<file path="src/rtl/cache_refill_broadcast_server.sv">
// -----------------------------------------------------------------------------
// cache_refill_broadcast_server
//
// Responder side of the block-cache refill protocol. Up to N_REQ caches raise
// block-address refill requests. A round-robin arbiter picks one request, and
// the server reads that block from backing memory. It then pulses req_ready to
// the granted cache. At the same time it broadcasts the block address and data
// on a shared bus, so that other caches missing on the same block can fill from
// the broadcast.
//
// Optional feature macro: CACHE_REFILL_LAST_BLOCK_REUSE_EN
//   When defined, the most recently loaded block is remembered. A grant for that
//   same block is answered straight from data_out without a memory read.
//
// Ports:
//   clk, rst              clock, synchronous active-high reset
//   req_valid[N_REQ]      per-cache refill request
//   req_addr              per-cache block address, slot i at [i*OUT_ADDR_WIDTH +: OUT_ADDR_WIDTH]
//   req_ready[N_REQ]      one-cycle accept pulse to the granted cache
//   addr_broadcast        broadcast block address (registered)
//   addr_broadcast_valid  broadcast strobe, one cycle
//   data_out              broadcast block data (registered, held until next load)
//   mem_rd_valid/addr     backing-memory read request, held until mem_rd_ready
//   mem_rd_ready          memory accepts the read request
//   mem_rd_data_valid     read data valid strobe
//   mem_rd_data           read data (one full block)
// -----------------------------------------------------------------------------
module cache_refill_broadcast_server #(
    parameter int N_REQ            = 4,
    parameter int DWIDTH           = 4,
    parameter int BLOCK_WIDTH_BITS = 4,
    parameter int ADDR_IN_WIDTH    = 16,
    localparam int OUT_ADDR_WIDTH  = ADDR_IN_WIDTH - BLOCK_WIDTH_BITS,
    localparam int RAM_WIDTH       = DWIDTH * (2 ** BLOCK_WIDTH_BITS)
) (
    input  logic                            clk,
    input  logic                            rst,
    input  logic [N_REQ-1:0]                req_valid,
    input  logic [N_REQ*OUT_ADDR_WIDTH-1:0] req_addr,
    output logic [N_REQ-1:0]                req_ready,
    output logic [OUT_ADDR_WIDTH-1:0]       addr_broadcast,
    output logic                            addr_broadcast_valid,
    output logic [RAM_WIDTH-1:0]            data_out,
    output logic                            mem_rd_valid,
    output logic [OUT_ADDR_WIDTH-1:0]       mem_rd_addr,
    input  logic                            mem_rd_ready,
    input  logic                            mem_rd_data_valid,
    input  logic [RAM_WIDTH-1:0]            mem_rd_data
);

    localparam int IDX_W = (N_REQ > 1) ? $clog2(N_REQ) : 1;

    typedef enum logic [1:0] {
        S_IDLE,
        S_ISSUE,
        S_WAIT,
        S_RESPOND
    } state_t;

    state_t                    state;
    logic [IDX_W-1:0]          rr_ptr;
    logic [IDX_W-1:0]          grant_reg;
    logic [OUT_ADDR_WIDTH-1:0] addr_reg;
    logic [IDX_W-1:0]          grant_idx;
    logic                      grant_found;
    logic [IDX_W:0]            cand_sum;
    logic [IDX_W-1:0]          cand_idx;
    logic [OUT_ADDR_WIDTH-1:0] slot_addr [N_REQ];

`ifdef CACHE_REFILL_LAST_BLOCK_REUSE_EN
    logic                      last_valid;
    logic [OUT_ADDR_WIDTH-1:0] last_addr;
`endif

    // Split the flat request-address bus into one entry per cache.
    for (genvar i = 0; i < N_REQ; i++) begin : g_slot
        assign slot_addr[i] = req_addr[i*OUT_ADDR_WIDTH +: OUT_ADDR_WIDTH];
    end

    // The read address is the latched grant address. It stays stable for the
    // whole S_ISSUE handshake.
    assign mem_rd_addr = addr_reg;

    // Round-robin search. Candidates are visited in the order rr_ptr,
    // rr_ptr+1, ... (mod N_REQ), and the first valid one wins. The modulo is
    // done with a single conditional subtract, so N_REQ does not need to be a
    // power of two.
    always_comb begin
        grant_found = 1'b0;
        grant_idx   = '0;
        cand_sum    = '0;
        cand_idx    = '0;
        for (int k = 0; k < N_REQ; k++) begin
            cand_sum = {1'b0, rr_ptr} + (IDX_W+1)'(k);
            if (cand_sum >= (IDX_W+1)'(N_REQ)) begin
                cand_sum = cand_sum - (IDX_W+1)'(N_REQ);
            end
            cand_idx = cand_sum[IDX_W-1:0];
            if (!grant_found && req_valid[cand_idx]) begin
                grant_found = 1'b1;
                grant_idx   = cand_idx;
            end
        end
    end

    // Control FSM. All outputs are registered. The response strobes are set on
    // the transition into S_RESPOND and cleared on the way out, so they last
    // exactly one cycle. data_out and addr_broadcast change only on a response
    // load, so caches can sample them in the cycle after the strobe.
    always_ff @(posedge clk) begin
        if (rst) begin
            state                <= S_IDLE;
            rr_ptr               <= '0;
            grant_reg            <= '0;
            addr_reg             <= '0;
            req_ready            <= '0;
            addr_broadcast       <= '0;
            addr_broadcast_valid <= 1'b0;
            data_out             <= '0;
            mem_rd_valid         <= 1'b0;
`ifdef CACHE_REFILL_LAST_BLOCK_REUSE_EN
            last_valid           <= 1'b0;
            last_addr            <= '0;
`endif
        end else begin
            case (state)
                S_IDLE: begin
                    if (grant_found) begin
                        grant_reg <= grant_idx;
                        addr_reg  <= slot_addr[grant_idx];
`ifdef CACHE_REFILL_LAST_BLOCK_REUSE_EN
                        // data_out already holds this block, so respond
                        // straight away without a memory read.
                        if (last_valid && (slot_addr[grant_idx] == last_addr)) begin
                            req_ready            <= N_REQ'(1) << grant_idx;
                            addr_broadcast       <= slot_addr[grant_idx];
                            addr_broadcast_valid <= 1'b1;
                            state                <= S_RESPOND;
                        end else begin
                            mem_rd_valid <= 1'b1;
                            state        <= S_ISSUE;
                        end
`else
                        mem_rd_valid <= 1'b1;
                        state        <= S_ISSUE;
`endif
                    end
                end
                S_ISSUE: begin
                    if (mem_rd_ready) begin
                        mem_rd_valid <= 1'b0;
                        state        <= S_WAIT;
                    end
                end
                S_WAIT: begin
                    if (mem_rd_data_valid) begin
                        data_out             <= mem_rd_data;
                        req_ready            <= N_REQ'(1) << grant_reg;
                        addr_broadcast       <= addr_reg;
                        addr_broadcast_valid <= 1'b1;
`ifdef CACHE_REFILL_LAST_BLOCK_REUSE_EN
                        last_valid           <= 1'b1;
                        last_addr            <= addr_reg;
`endif
                        state                <= S_RESPOND;
                    end
                end
                S_RESPOND: begin
                    req_ready            <= '0;
                    addr_broadcast_valid <= 1'b0;
                    rr_ptr               <= (grant_reg == IDX_W'(N_REQ-1)) ? '0
                                                                           : grant_reg + IDX_W'(1);
                    state                <= S_IDLE;
                end
                default: state <= S_IDLE;
            endcase
        end
    end

endmodule
</file>
<file path="config.mk">
export PLATFORM = sky130hd
export DESIGN_NAME = cache_refill_broadcast_server
export DESIGN_NICKNAME = d
export VERILOG_FILES = /design/src/rtl/cache_refill_broadcast_server.sv
export SDC_FILE = /design/constraint.sdc
export NUM_CORES = 1
export LEC_CHECK = 0
export CAP_MARGIN = 10
export CORE_ASPECT_RATIO = 1.5
export CORE_UTILIZATION = 43
export DETAILED_ROUTE_END_ITERATION = 6
export HOLD_SLACK_MARGIN = 0.05
export PLACE_DENSITY_LB_ADDON = 0.2
export REMOVE_ABC_BUFFERS = 1
export SLEW_MARGIN = 20
export SYNTH_ARGS = -nofsm -noshare
export SYNTH_HDL_FRONTEND = slang
export SYNTH_SLANG_ARGS = --single-unit
</file>
<file path="constraint.sdc">
create_clock -name clk -period 3.1 [get_ports clk]
set_input_delay 0.62 -clock clk [delete_from_list [all_inputs] [get_ports clk]]
set_output_delay 0.62 -clock clk [all_outputs]
set_load 0.02 [all_outputs]
</file>
* Word-level counts from Yosys, hierarchy flattened
Cells that the tools add are included. Widths: inputs -> output; s select.
Storage, ports and cells: flip-flop bits (word level) 100, input port bits 120, output and inout port bits 94, logic and storage cells 84
Operators by class: add/sub/neg operators 8, order comparisons 9, equal/unequal tests 7, shift-type cells 1, muxes and demuxes 35, bitwise gates (word level) 1, reduce and logical (&&, ||, !) cells 14
Operator list (number):
- $bmux 12 s2 | 1
- $mux 12 | 2
- $mux 2 | 12
- $ge 3x3->1 const B | 4
- $lt 2x3->1 const B | 4
- $mux 1 | 11
- $bmux 1 s2 | 4
- $pmux 2 s4 | 1
- $pmux 4 s2 | 1
- $sub 2x1->2 const B | 4
- $add 2x2->3 const B | 2
- $eq 2x2->1 const B | 3
- $ne 2x2->1 const B | 3
- $reduce_and 2->1 | 3
- $reduce_and 3->1 | 2
- $mux 4 | 1
- $pmux 1 s2 | 2
- $reduce_bool 2->1 | 2
- $shl 1x2->4 const A | 1
- $add 2x1->3 const B | 1
- $ge 2x3->1 const B | 1
- $logic_and 1x1->1 | 3
- $logic_not 1->1 | 3
- $not 2->3 | 1
- other kinds (3) | 3

* Longest topological paths before layout
Gate-level depths: netlist (run 1).
word-level depth 18, gate-level depth with buffers 10, depth with buffers taken out 7

* Worst setup path after synthesis (run 1)
OpenSTA, ideal clock, no wires.
path type input to register, from input req_valid[0], to register addr_reg[1] (netlist: mem_rd_addr[1]), setup time 0.128 ns, data arrival time 1.619 ns, data required time 2.972 ns, slack 1.353 ns, stages 6, buffers on the path 1, cell sequence a21oi_2 > o21ai_2 > a21oi_4 > buf_6 > mux2i_1 > o221ai_2
On the way: word-level cells in the longest chain between the ends 16, elaborated cells on any way between the ends 27, classes of those cells mux: 19; bitwise: 1; reduce/logical: 7
Ends and longest elaborated chain:
- start, declared | line 38 | input logic [N_REQ-1:0] req_valid,
- $bmux 1 s2 | line 99 | if (!grant_found && req_valid[cand_idx]) begin
- $mux 1 (not written as such) | line 99
- $mux 1 | line 99
- $logic_not 1->1 | line 99
- $logic_and 1x1->1 | line 99
- $mux 1 | line 99
- $logic_not 1->1 | line 99
- $logic_and 1x1->1 | line 99
- $mux 1 | line 99
- $logic_not 1->1 | line 99
- $logic_and 1x1->1 | line 99
- $mux 2 | line 99
- $not 2->3 (not written as such) | line 130 | addr_reg <= slot_addr[grant_idx];
- $bmux 12 s2 | line 130
- $mux 12 (not written as such) (2 in a row) | line 130
- end signal, assigned | line 130
- end, declared | line 63 | logic [OUT_ADDR_WIDTH-1:0] addr_reg;
Parallel ways exist; a longest one is shown, timed or not. The select of a mux whose other input is x is not followed. A chain may end at the register's enable or synchronous reset.

* Worst setup path after layout (run 1)
from input req_valid[0], to register addr_reg[0] (netlist: mem_rd_addr[0])
Same word-level chain as after synthesis.

==> results.py, run 1 <==
metrics = {
    "final_layout": {
        "largest_reg_flops": 64,
        "drive_gt1_frac": 0.0579,
        "multi_input_area_um2": 1880,
        "num_antenna_cells": 0,
        "finalNonFillerCells": 803,
        "nNetsFinal": 816,
        "largest_register": "data_out",
        "fill_cells": 747,
        "syn2layout_area_growth_pct": 60.1,
        "seqCellArea_um2": 2000,
    },
    "global_routing": {
        "antenna_found_initial": 0,
        "gr-total-overflow": 0,
        "track_usage": 0.236,
        "grt_pass1_vias": 3884,
        "grt_pass1_wl_um": 17600,
        "grt_max_degree": 54,
    },
    "clocking": {
        "postCtsHoldBufs": 0,
        "cts_made_buffers": 9,
        "h-tree-depth": 3,
        "post_cts_resized": 0,
        "clockBufferDepth": 2,
        "cts_sinks": 100,
        "cts_tree": "yes",
        "clockRootBuffer": "clkbuf_16",
        "cts_setup_buffers": 0,
        "worstSkewPairLatency_ns": 0.34,
        "clkSlewWorstSetupHoldPaths_ns": 0.06,
    },
    "sta": {
        "fin_setup_tns_ns": 0,
        "setup_viol": 0,
        "finalCriticalPeriod_ns": 2.16,
        "period_share": 0.696,
        "rsz0062_at_grt": "no",
        "drv_slew": 0,
        "relSlewSlack": 0.557,
        "hold_viol": 0,
        "max_slew.worst_pin.slew_ns": 0.663,
        "fmax_mhz": 463,
        "finClkSkew_ns": 0.00461,
    },
    "die": {
        "num_rows": 43,
        "fp.dieW_um": 81.5,
        "die_area_um2": 9880,
        "start_util": 0.441,
        "core_area_um2": 9250,
        "pin_count": 214,
        "die_h_um": 121,
    },
    "power": {
        "powerDensity_nw_per_um2": 609,
        "ir_drop_v": 0.000502,
        "p_leak_nw": 2.29,
    },
    "logic_synthesis": {
        "ys_seq_area_frac": 0.491,
        "synth_edf_count": 0,
        "syn-cell-area_um2": 4080,
        "synth_top_area_share": 0.491,
        "synth_ff_type": "dfxtp_1",
        "synthArstFlopShare": 0,
        "synth_largest_area_cell": "dfxtp_1",
        "avgSynthCellArea_um2": 8.32,
        "ys.warnings.count": 0,
        "synth.distinct_cells": 32,
        "synthTopCellsByArea": "dfxtp_1, nand2_1, a21oi_1",
        "ys_ff_latch": 100,
        "syn-instance-count": 490,
    },
    "route": {
        "wire_per_inst_um": 14.8,
        "drt_first_pass_iters": 4,
        "drtIter0Drc": 163,
        "vias": 4070,
        "vias_per_cell": 5.07,
        "wl_um": 11900,
        "final_antenna_net_count": 0,
        "drc": 0,
    },
    "critical_path": {
        "path_max_fanout": 12,
        "critPathCaptureType": "flop",
        "critPathKind": "input pin to flop",
        "arrival_ns": 2.36,
        "startpoint_type": "input pin",
        "cp_data_required_time_ns": 3.31,
    },
    "placed_design": {
        "dp.cells": 789,
        "dp_hpwl_um": 8790,
        "port_buffers": 213,
        "gp_congestion": 0.793,
    },
    "job": {
        "max_cap_viol_count": 0,
    },
    "run_status": {
        "outcome": "completed",
    },
    "min_path": {
        "min_path_type": "flop to flop",
    },
}
power by group:
group	switching (mW)	internal, mW	total (mW)
combinational	0.678	0.630	1.31
sequential	0.129	1.47	1.60
clock	0.442	0.617	1.06
critical path, stage by stage:
cell and delay (ns):
clkdlybuf4s50_1 0.48, nor4_1 0.50, or2b_2 0.25, nor2_2 0.06, nand2_1 0.08, buf_4 0.22
o221ai_1 0.15
logic make-up after synthesis:
family	after synthesis	share of synthesized area
simple gates	202	0.197
fa+ha+maj	8	0.0246
mux	27	0.0663
compound gates	110	0.172
buf+inv	43	0.0497
flops	100	0.491
worst paths after layout:
path                                  startpoint                              to  slack [ns]  cells after the start
hold / removal    addr_broadcast[7]$_SDFFE_PP0P_  addr_broadcast[7]$_SDFFE_PP0P_        0.45                      2
setup reg to reg           state[0]$_SDFFE_PP0P_       data_out[12]$_SDFFE_PP0P_        1.15                      6
hold reg to reg   addr_broadcast[7]$_SDFFE_PP0P_  addr_broadcast[7]$_SDFFE_PP0P_        0.45                      2
setup / recovery                    req_valid[0]     mem_rd_addr[0]$_SDFFE_PP0P_        0.94                      7
cell usage after synthesis (3+ instances only):
cell,count
buf_2,6
nand2_1,166
buf_1,8
nor2b_1,3
a21oi_1,90
nand2b_1,4
clkbuf_1,15
mux2i_1,27
buf_6,4
inv_1,9
dfxtp_1,100
ha_1,8
o221ai_2,10
nor2_1,20
metrics by stage:
stage	hold WS (ns)	worst slack, ns	util	area, um2	total power [mW]
after floorplan	0.474	0.572	-	3910	2.27
after CTS	0.456	0.963	0.705	6530	4.01
after detailed placement	0.447	0.605	0.676	6250	2.94
after global routing	0.469	0.858	0.705	6530	4.15
after global placement	0.440	0.652	0.676	6250	2.91
final	0.454	0.942	0.705	6530	3.97
per-layer routing:
layer	part of all wire	track usage	vias up
met1	0.36	0.231	1879
li1	-	-	2009
met5	0	0	-
met4	0.039	0.138	0
met2	0.53	0.444	153
met3	0.061	0.0406	29
placed cells by master, fill, tap and decap left out, types with 2 or more instances in the layout:
cell type / count
mux2i_1: 27
dfxtp_1: 100
o221ai_2: 10
nand3_1: 2
ha_1: 8
o221ai_1: 2
nor2b_1: 3
nand2b_1: 4
inv_1: 9
clkbuf_16: 9
nor2_1: 20
clkbuf_1: 3
nand2_1: 165
a21oi_1: 90
buf_4: 7
clkdlybuf4s50_1: 212
area by class of cell:
| cell class | count | share of cell area |
|---|---|---|
| clock buffer | 12 | 0.0362 |
| timing repair buffer | 221 | 0.337 |
| clock inverter | 2 | 0.00575 |
| inverter | 9 | 0.00518 |
| tap | 112 | 0.0215 |
| sequential | 100 | 0.307 |
| multi-input combinational | 347 | 0.287 |
(Power assumes the default switching activity.)
==> run 2, diff against run 1 <==
CORE_UTILIZATION = 40   (was 43)
clock period = 2.15 ns   (was 3.1 ns; I/O delays follow)
==> run 2 against run 1 <==
The flow now finishes with violations (design-rule violations). Sequential cell count unchanged. Routed wire length up 2.6%. Register-to-register slack worse by 0.78 ns. Clock power up 54%. Critical path type is now flop to output port. Setup slack worse by 0.60 ns.
==> results.py, run 2 (synthesized netlist as in run 1, its figures left out) <==
metrics = {
    "power": {
        "sequentialPowerShare": 0.393,
        "p_total_mw": 5.90,
        "p_leak_nw": 2.34,
        "p_sw_mw": 1.90,
        "p_int_mw": 4.00,
        "power_frac_clock": 0.276,
        "sw_frac_of_total": 0.323,
        "ir_drop_v": 0.000647,
        "combPwrFrac": 0.331,
        "powerDensity_nw_per_um2": 886,
    },
    "clocking": {
        "clockRootBuffer": "clkbuf_16",
        "cts_sinks": 100,
        "cts_tree": "yes",
        "h-tree-depth": 3,
        "worstSkewPairLatency_ns": 0.34,
        "cts_setup_buffers": 0,
        "clkSlewWorstSetupHoldPaths_ns": 0.07,
        "clockBufferDepth": 2,
        "cts_made_buffers": 9,
        "post_cts_resized": 0,
        "postCtsHoldBufs": 0,
    },
    "die": {
        "fp.dieW_um": 84.4,
        "die_area_um2": 10600,
        "num_rows": 44,
        "die_h_um": 126,
        "start_util": 0.416,
        "pin_count": 214,
        "core_area_um2": 9800,
    },
    "critical_path": {
        "path_max_fanout": 3,
        "critPathKind": "flop to output port",
        "critPathBufInv": 1,
        "crit_family": "buffers and inverters",
        "crit_path_top_delay_cell": "clkdlybuf4s50_1",
        "reg2reg_slack_ns": 0.37,
        "critPathCaptureType": "output port",
        "startpoint_type": "flop",
        "cp_slowest_stage_delay_ns": 0.64,
        "arrival_ns": 1.38,
        "crit_chain": "clkdlybuf4s50_1",
        "cp_data_required_time_ns": 1.72,
    },
    "global_routing": {
        "busiest_layer": "met2",
        "grt_pass1_vias": 3967,
        "grtUsageMet1": 0.250,
        "use_met3": 0.0491,
        "grt_util_met2": 0.424,
        "antenna_found_initial": 0,
        "grt_pass1_wl_um": 19200,
        "gr-total-overflow": 0,
        "grt_max_degree": 89,
        "track_usage": 0.228,
    },
    "route": {
        "drtIter0Drc": 221,
        "vias": 4018,
        "drc": 14,
        "wl_um": 12200,
        "drt_first_pass_iters": 6,
        "wire_per_inst_um": 15.0,
        "vias_per_cell": 4.94,
        "final_antenna_net_count": 0,
    },
    "placed_design": {
        "gp_congestion": 0.843,
        "dp.cells": 797,
        "dp_hpwl_um": 8850,
        "port_buffers": 213,
        "place_area_um2": 6350,
        "pre_cts_ws_ns": -0.0186,
    },
    "sta": {
        "finalCriticalPeriod_ns": 1.81,
        "period_share": 0.842,
        "rsz0062_at_grt": "no",
        "finClkSkew_ns": 0.00809,
        "max_slew.worst_pin.slew_ns": 0.461,
        "hold_viol": 0,
        "drv_slew": 0,
        "relSlewSlack": 0.693,
        "fmax_mhz": 552,
        "fin_setup_tns_ns": 0,
        "setup_viol": 0,
        "hold_ws_ns": 0.454,
        "setup_slack_ns": 0.339,
    },
    "final_layout": {
        "largest_register": "data_out",
        "largest_reg_flops": 64,
        "num_antenna_cells": 0,
        "nNetsFinal": 821,
        "drive_gt1_frac": 0.0716,
        "fill_cells": 814,
        "syn2layout_area_growth_pct": 63.3,
        "final_cell_area_um2": 6660,
        "final_cell_mix": "clkdlybuf4s50_1, nand2_1, dfxtp_1",
        "mostFrequentLayoutCell": "clkdlybuf4s50_1",
        "final_core_util": 0.679,
        "finalNonFillerCells": 813,
    },
    "run_status": {
        "violations": "design-rule violations",
        "outcome": "complete, but fails checks",
    },
    "job": {
        "max_cap_viol_count": 0,
    },
    "min_path": {
        "min_path_type": "flop to flop",
    },
}
run 2: cell types whose count changed in the layout (fill, tap and decap cells not counted), sizes merged:
| cell | previous run | this run |
|---|---|---|
| buf | 9 | 14 |
| clkbuf | 12 | 9 |
| clkinv | 0 | 2 |
| clkinvlp | 1 | 3 |
| inv | 9 | 10 |
run 2: power groups by stage:
stage / Sequential (mW) / Clock, mW / Combinational (mW)
2_1_floorplan: 2.62 / 0 / 0.646
3_3_place_gp: 2.34 / 0 / 1.91
3_5_place_dp: 2.35 / 0 / 1.95
4_1_cts: 2.32 / 1.65 / 1.96
5_1_grt: 2.36 / 1.74 / 2.09
6_report: 2.32 / 1.63 / 1.95
run 2: metal layers:
layer / share of wire / wire length, um
met5: 0 / 0
met4: 0.030 / 366
met3: 0.064 / 778
met2: 0.54 / 6540
met1: 0.37 / 4500
run 2: path summary, 6_finish.rpt:
| check | startpoint | end | depth (start not counted) |
|---|---|---|---|
| max | mem_rd_addr[7]$_SDFFE_PP0P_ | mem_rd_addr[7] | 1 |
| min | data_out[35]$_SDFFE_PP0P_ | data_out[35]$_SDFFE_PP0P_ | 2 |
| max reg2reg | state[0]$_SDFFE_PP0P_ | state[1]$_SDFFE_PP0P_ | 7 |
| min reg2reg | data_out[35]$_SDFFE_PP0P_ | data_out[35]$_SDFFE_PP0P_ | 2 |
run 2: layout make-up:
cell class                      instances  area, um2  share of cell area
Clock inverter                          7       75.1              0.0113
Tap cell                              115        144              0.0216
Multi-Input combinational cell        347       1880               0.282
Timing Repair Buffer                  226       2300               0.346
Sequential cell                       100       2000               0.301
Clock buffer                            9        225              0.0338
Inverter                                9       33.8             0.00508
==> run 3, diff against run 2 <==
clock period = 1.7 ns   (was 2.15 ns; I/O delays follow)
==> run 3 against run 2 <==
The flow still finishes with violations (design-rule violations). Power is 28% higher. Count of clock-buffer cells in the layout rose by 2. Non-clock buffer count increased by 14. Die area did not move. Utilization up 3.1 points. Routed wire length grew 7.4%. Cell area grew 4.5%.
==> results.py, run 3 (synthesized netlist as in run 1, its figures left out) <==
metrics = {
    "route": {
        "highest_layer": "met4",
        "drtIter0Drc": 154,
        "drt_first_pass_iters": 6,
        "vias_per_cell": 5.13,
        "drc": 14,
        "vias": 4230,
        "wire_per_inst_um": 15.9,
        "dr_wl_met2_um": 7250,
        "wl_um": 13100,
        "route.met3.wl_um": 850,
        "wl_met1_um": 4610,
        "final_antenna_net_count": 0,
    },
    "sta": {
        "finClkSkew_ns": 0.00604,
        "fin_setup_tns_ns": 0,
        "hold_ws_ns": 0.453,
        "finalCriticalPeriod_ns": 1.67,
        "hold_viol": 0,
        "setup_viol": 0,
        "relSlewSlack": 0.719,
        "drv_slew": 0,
        "max_slew.worst_pin.slew_ns": 0.422,
        "setup_slack_ns": 0.0257,
        "period_share": 0.985,
        "fmax_mhz": 597,
    },
    "clocking": {
        "h-tree-depth": 3,
        "cts_tree": "yes",
        "worstSkewPairLatency_ns": 0.34,
        "cts_setup_buffers": 0,
        "clockBufferDepth": 2,
        "cts_made_buffers": 9,
        "cts_sinks": 100,
        "clkSlewWorstSetupHoldPaths_ns": 0.06,
        "postCtsHoldBufs": 0,
        "clockRootBuffer": "clkbuf_16",
    },
    "die": {
        "fp.dieW_um": 84.4,
        "die_h_um": 126,
        "core_area_um2": 9800,
        "num_rows": 44,
        "pin_count": 214,
        "die_area_um2": 10600,
        "start_util": 0.416,
    },
    "final_layout": {
        "finalNonFillerCells": 825,
        "largest_register": "data_out",
        "nNetsFinal": 835,
        "seqCellArea_um2": 2000,
        "fill_cells": 765,
        "syn2layout_area_growth_pct": 70.7,
        "final_cell_area_um2": 6960,
        "final_cell_mix": "clkdlybuf4s50_1, nand2_1, dfxtp_1",
        "largest_reg_flops": 64,
        "mostFrequentLayoutCell": "clkdlybuf4s50_1",
        "multi_input_area_um2": 1970,
        "num_antenna_cells": 0,
        "final_core_util": 0.710,
        "drive_gt1_frac": 0.106,
    },
    "critical_path": {
        "crit_chain": "nand2b_1, a21oi_1, a21oi_4, clkbuf_16, mux2i_4, o221ai_2",
        "cp_slowest_stage_delay_ns": 0.38,
        "critPathKind": "flop to flop",
        "crit_family": "compound AO/OA/AOI/OAI gates",
        "r2r_start": "rr_ptr[0]$_SDFFE_PP0P_",
        "critPathCaptureType": "flop",
        "critPathBufInv": 1,
        "reg2reg_depth": 6,
        "r2r_end": "mem_rd_addr[5]$_SDFFE_PP0P_",
        "startpoint_type": "flop",
        "crit_path_top_delay_cell": "dfxtp_1",
        "arrival_ns": 1.89,
        "reg2reg_slack_ns": 0.03,
        "path_max_fanout": 6,
        "cp_data_required_time_ns": 1.92,
    },
    "placed_design": {
        "port_buffers": 213,
        "pre_cts_ws_ns": -0.351,
        "dp_hpwl_um": 9170,
        "gp_congestion": 0.825,
        "place_area_um2": 6410,
        "dp.cells": 805,
    },
    "power": {
        "powerDensity_nw_per_um2": 1090,
        "p_leak_nw": 2.65,
        "p_total_mw": 7.57,
        "ir_drop_v": 0.000789,
    },
    "min_path": {
        "min_path_type": "flop to flop",
        "hold_start": "data_out[57]$_SDFFE_PP0P_",
        "worstHoldPathCells": 2,
        "hold_end": "data_out[57]$_SDFFE_PP0P_",
    },
    "global_routing": {
        "grt_max_degree": 59,
        "grt_pass1_vias": 4039,
        "gr-total-overflow": 0,
        "track_usage": 0.230,
        "grt_pass1_wl_um": 19300,
        "antenna_found_initial": 0,
    },
    "run_status": {
        "violations": "design-rule violations",
        "outcome": "complete, but fails checks",
    },
    "job": {
        "max_cap_viol_count": 0,
    },
}
[run 3: changes by cell type in the layout (fill, tap and decap cells not counted), sizes merged, moves of 2 or more]
cell / before / now
clkdlybuf4s50: 212 / 197
dlygate4sd2: 0 / 2
buf: 14 / 23
clkinvlp: 3 / 0
dlymetal6s2s: 0 / 13
clkbuf: 9 / 16
[run 3: where the power goes]
part,switching (mW),internal (mW),total (mW)
clock network,0.825,1.12,1.95
registers,0.244,2.69,2.93
logic,1.33,1.36,2.69
[run 3: worst max path at each step]
stage | start | end | slack (ns) | depth (start not counted)
finish | rr_ptr[0]$_SDFFE_PP0P_ | mem_rd_addr[5]$_SDFFE_PP0P_ | 0.03 | 6
global route | state[1]$_SDFFE_PP0P_ | mem_rd_addr[5]$_SDFFE_PP0P_ | -0.02 | 7
CTS | mem_rd_addr[5]$_SDFFE_PP0P_ | mem_rd_addr[5] | 0.0006 | 1
detailed placement | req_valid[0] | mem_rd_addr[0]$_SDFFE_PP0P_ | -0.35 | 7
global placement | req_valid[0] | mem_rd_addr[0]$_SDFFE_PP0P_ | -0.31 | 7
floorplan | state[0]$_SDFFE_PP0P_ | req_ready[0]$_SDFFE_PP0P_ | -0.83 | 7
[run 3: final cells by class]
type / count / area share
clock inverter: 3 / 0.00576
inverter: 9 / 0.00486
multi-input combinational: 347 / 0.283
tap: 115 / 0.0207
timing repair buffer: 240 / 0.364
sequential: 100 / 0.288
clock buffer: 11 / 0.0335
[run 3: tightest hold or removal path: cells and delay by family (launching register included)]
| family | cells | cell delay (ns) |
|---|---|---|
| simple gates | 1 | 0.05 |
| compound gates | 1 | 0.05 |
| flops | 1 | 0.31 |
[run 3: layer usage]
metal | GRT usage | vias to the layer above
met3 | 0.0433 | 27
met2 | 0.440 | 160
met4 | 0.0947 | 0
li1 | - | 2060
met5 | 0 | -
met1 | 0.243 | 1983
[run 3: repair_timing]
action,CTS,global route
cloned,0,6
pin swaps,0,5
gates resized for setup,2,36
setup endpoints to repair,2,23
